## src/rtl/readout.sv

```systemverilog
// Sample RAM readout: pops words newest-first from the MMU and streams their bytes to the host TX.
// Define READOUT_GRPMASK_EN to honour the grp_i byte-lane mask; otherwise every lane is sent.
module readout #(
  parameter int WIDTH = 32,
  parameter int DEPTH = 5
) (
  input  logic               clk_i,
  input  logic               rst_i,
  input  logic               start_i,
  input  logic [DEPTH:0]     cnt_i,
  input  logic [WIDTH/8-1:0] grp_i,
  output logic               mem_read_o,
  input  logic [WIDTH-1:0]   mem_q_i,
  output logic [7:0]         tx_data_o,
  output logic               tx_valid_o,
  input  logic               tx_ready_i,
  output logic               busy_o,
  output logic               done_o
);

  localparam int LANES = WIDTH / 8;
  localparam int LW    = (LANES > 1) ? $clog2(LANES) : 1;

  typedef enum logic [2:0] {IDLE, FETCH, WAIT, SEND, DONE} state_t;

  state_t           state_q, state_d;
  logic [DEPTH:0]   cnt_q, cnt_d;
  logic [WIDTH-1:0] word_q, word_d;
  logic [LW-1:0]    lane_q, lane_d;
  logic [LW-1:0]    first_lane, next_lane;
  logic             has_next;
  logic [LANES-1:0] lanes_en;

`ifdef READOUT_GRPMASK_EN
  logic [LANES-1:0] grp_q, grp_d;
  logic             has_first;

  assign lanes_en  = grp_q;
  assign has_first = |grp_q;
`else
  logic unused_grp;

  assign lanes_en   = '1;
  assign unused_grp = ^grp_i;
`endif

  // Lowest enabled lane, and the lowest enabled lane above the current one
  always_comb begin
    first_lane = '0;
    next_lane  = '0;
    has_next   = 1'b0;
    for (int i = LANES - 1; i >= 0; i--) begin
      if (lanes_en[i]) begin
        first_lane = LW'(i);
        if (i > int'(lane_q)) begin
          next_lane = LW'(i);
          has_next  = 1'b1;
        end
      end
    end
  end

  always_comb begin
    state_d = state_q;
    cnt_d   = cnt_q;
    word_d  = word_q;
    lane_d  = lane_q;
`ifdef READOUT_GRPMASK_EN
    grp_d   = grp_q;
`endif
    case (state_q)
      IDLE: begin
        if (start_i) begin
          cnt_d = cnt_i;
`ifdef READOUT_GRPMASK_EN
          grp_d = grp_i;
`endif
          state_d = (cnt_i != '0) ? FETCH : DONE;
        end
      end
      FETCH: begin
        cnt_d   = cnt_q - (DEPTH + 1)'(1);
        state_d = WAIT;
      end
      WAIT: begin
        word_d = mem_q_i;
        lane_d = first_lane;
`ifdef READOUT_GRPMASK_EN
        // Fully masked words are still popped so the MMU pointer moves by the full count
        if (has_first) state_d = SEND;
        else           state_d = (cnt_q != '0) ? FETCH : DONE;
`else
        state_d = SEND;
`endif
      end
      SEND: begin
        if (tx_ready_i) begin
          if (has_next) lane_d  = next_lane;
          else          state_d = (cnt_q != '0) ? FETCH : DONE;
        end
      end
      DONE:    state_d = IDLE;
      default: state_d = IDLE;
    endcase
  end

  always_ff @(posedge clk_i or posedge rst_i) begin
    if (rst_i) begin
      state_q <= IDLE;
      cnt_q   <= '0;
      word_q  <= '0;
      lane_q  <= '0;
`ifdef READOUT_GRPMASK_EN
      grp_q   <= '0;
`endif
    end else begin
      state_q <= state_d;
      cnt_q   <= cnt_d;
      word_q  <= word_d;
      lane_q  <= lane_d;
`ifdef READOUT_GRPMASK_EN
      grp_q   <= grp_d;
`endif
    end
  end

  // Outputs depend only on registered state, never on tx_ready_i
  assign mem_read_o = (state_q == FETCH);
  assign tx_valid_o = (state_q == SEND);
  assign busy_o     = (state_q != IDLE);
  assign done_o     = (state_q == DONE);
  assign tx_data_o  = (state_q == SEND) ? word_q[{lane_q, 3'b000} +: 8] : 8'h00;

endmodule

```

## config.mk

```make
export PLATFORM = sky130hd
export DESIGN_NAME = readout
export DESIGN_NICKNAME = d
export VERILOG_FILES = /design/src/rtl/readout.sv
export SDC_FILE = /design/constraint.sdc
export NUM_CORES = 1
export LEC_CHECK = 0
export ABC_AREA = 1
export CORE_MARGIN = 2
export CORE_UTILIZATION = 45
export CTS_BUF_LIST = sky130_fd_sc_hd__clkbuf_2
export DETAILED_ROUTE_END_ITERATION = 10
export PLACE_DENSITY = 0.75
export SYNTH_ARGS = -nofsm -noshare
export SYNTH_HDL_FRONTEND = slang
export SYNTH_SLANG_ARGS = --single-unit
```

## constraint.sdc

```tcl
create_clock -name clk_i -period 1.8 [get_ports clk_i]
set_input_delay 0.27 -clock clk_i [delete_from_list [all_inputs] [get_ports clk_i]]
set_output_delay 0.27 -clock clk_i [all_outputs]
set_load 0.1 [all_outputs]
```

==> impl_metrics.tcl <==
set metrics [dict create \
    syn_area_per_cell_um2 8.89 \
    critPathKind "reg -> out" \
    cp_slowest_cell "dfrtp_2" \
    crit_arrival_ns 1.72 \
    first_pass_iters 4 \
    timing.fmax_mhz 503 \
    whs_ns 0.122 \
    grt_pass1_wl_um 8910 \
    tightest_slew_ns 0.466 \
    drc 0 \
    viasPerCell 5.22 \
    core_mm2 0.00469 \
    cellPowerDensity_mw_per_mm2 2010 \
    synth_cell_types 21 \
    die_width_um 73.7 \
    clock-sinks 43 \
    post-place-ws_ns 0.125 \
    drive_above_1_share_pct 32.6 \
    rr_endpoint "lane_q[0]" \
    power.share.sequential_pct 27.5 \
    hold_class "in -> async" \
    cp.required_ns 1.53 \
    tritoncts "built" \
    wl_per_cell_um 14.5 \
    cts_buffer_depth 2 \
    drtIter0Drc 128 \
    sw_frac_of_total_pct 49.5 \
    min_period_ns 1.99 \
    root_buffer "clkbuf_2" \
    dieArea_mm2 0.00543 \
    seq_area_mm2 0.00108 \
    setup_viol 8 \
    nNetsFinal 368 \
    place_congestion 0.860 \
    multi_input_area_mm2 0.00110 \
    numCtsBuffers 5 \
    path_clk_slew_ns 0.24 \
    ant_nets 0 \
    violations "setup timing" \
    ff2ff_path_depth 8 \
    max-slew-margin-rel_pct 68.6 \
    clk_latency_ns 0.43 \
    grt_pass1_vias 1960 \
    p_int_mw 3.29 \
    end_kind "output port" \
    start_util_pct 46.6 \
    grt_antenna_before_repair 0 \
    synth_seq_area_share_pct 49.2 \
    clock_skew_ns 0.0256 \
    reg2reg_slack_ns 0.15 \
    period_share_pct 110 \
    power_leakage_nw 1.44 \
    yosys_warnings 0 \
    start_kind "flop" \
    route.vias.total 1948 \
    cts_max_level 2 \
    pin_count 58 \
    final.setup.worst_slack_ns -0.187 \
    grt-ovfl-total 0 \
    crit_chain "buf_6, a21oi_4, o21ai_2, a21oi_2, buf_12" \
    rsz0062_at_grt "true" \
    synth_area_mm2 0.00219 \
    timing.rr.start "lane_q[0]" \
    area_growth_pct 48.4 \
    ys_ff_latch 43 \
    fin_tns_setup_ns -1.34 \
    pwr-share-comb_pct 65.8 \
    finalMaxSlewViolations 0 \
    pwr-share-clk_pct 6.8 \
    num_rows 25 \
    startpoint "lane_q[0]" \
    place.port_buffers 53 \
    ir_drop_mv 1.20 \
    die_h_um 73.7 \
    dpl.hpwl_um 3630 \
    grt_max_degree 44 \
    p_sw_mw 3.22 \
    grt_usage_pct 21.7 \
    drt-total-wl_um 5410 \
    diodes 0 \
    cp_max_fo 5 \
    outcome "finished with violations" \
    syn_nets 296 \
    syn_inst 246 \
    maxCapViolCount 0 \
    hold_viol 0 \
    cpPeakStageDelay_ns 0.52 \
    fill_cells 360 \
]
[flip-flops by register name, summed over array words and instances (netlist names)]
register and cells:
word_q 32, cnt_q 6, state_q 3, lane_q 2
[metal layers]
| layer | up-vias | GRT usage [%] | part of all wire [%] |
|---|---|---|---|
| met4 | 0 | 10.7 | 2.2 |
| li1 | 956 | - | - |
| met3 | 13 | 3.84 | 4.9 |
| met1 | 919 | 28.8 | 44 |
| met2 | 60 | 34.0 | 49 |
| met5 | - | 0 | 0 |
[cell usage in the layout (no fill, tap or decap), drive strengths merged, types with 15 or more instances in the layout]
cell type / netlist / routed
a21oi: 27 / 27
buf: 7 / 32
clkdlybuf4s50: 0 / 41
dfrtp: 43 / 43
inv: 25 / 23
mux2: 23 / 23
nand2: 32 / 32
nand3: 14 / 15
nor2: 34 / 34
o21ai: 26 / 26
[kinds of logic (layout without fill, tap and decap cells)]
group / after synthesis / in the layout / synth area share, %
AOI/OAI and AO/OA: 54 / 54 / 12.5
buffers and inverters: 36 / 108 / 7.27
adders and majority gates: 4 / 4 / 2.29
DFF: 43 / 43 / 49.2
xor gates and xnor gates: 2 / 2 / 0.802
and+or+nand+nor: 84 / 85 / 16.1
muxes: 23 / 23 / 11.8
[metrics by stage]
stage                     cells  instance area (um2)  power (mW)  utilization [%]
final                       373                 3240        6.51             69.1
after global routing        373                 3240        6.87             69.1
after CTS                   369                 3170        6.34             67.5
after detailed placement    350                 2970        5.59             63.3
after global placement      350                 2970        5.48             63.3
after floorplan             246                 2240        4.41                -
[power by group through the flow]
stage | clock (mW) | sequential, mW | combinational [mW]
after floorplan | 0 | 1.65 | 2.76
after global placement | 0 | 1.70 | 3.78
after detailed placement | 0 | 1.72 | 3.86
after CTS | 0.436 | 1.76 | 4.14
after global routing | 0.473 | 1.85 | 4.56
final | 0.441 | 1.79 | 4.28
[worst max-delay path by stage]
stage / end
floorplan: tx_data_o[0]
global placement: tx_data_o[3]
detailed placement: tx_data_o[6]
CTS: tx_data_o[4]
global route: tx_data_o[6]
finish: tx_data_o[6]
[synth_stat cells]
cell type  count  area [um2]
buf_2          4        20.0
clkbuf_1       2        7.51
nand2_1       32         120
buf_6          2        22.5
xnor2_1        2        17.5
nor3_1         1        5.00
dfrtp_1       43        1080
o211ai_1       1        7.51
nand3_2        2        20.0
nand3_1       12        60.1
nand4_1        2        12.5
o21ai_0       25         125
mux2_2        23         259
o21ai_1        1        5.00
nor2_1        34         128
inv_1         25        93.8
buf_4          1        7.51
clkinv_1       2        7.51
a21oi_1       27         135
ha_1           4        50.1
or2_2          1        6.26
[cell type report]
cell class                 instances  area share [%]
tap                               54            2.08
clock buffer                       6           0.926
multi-input combinational        168            33.8
sequential                        43            33.3
inverter                          27            3.51
timing repair buffer              73            26.0
clock inverter                     2           0.386
[what timing repair did]
item | CTS | global route
setup endpoints to repair | 10 | 10
pin swaps | 13 | 12
buffers inserted | 8 | 4
resized for setup | 36 | 18
cloned | 3 | 0
hold buffers | 0 | 0
[critical path: cells and delay by family (launching register included)]
kind	cells	cell delay (ns)
buf+inv	2	0.37
compound gates	3	0.41
flops	1	0.52
(Power assumes the default switching activity.)
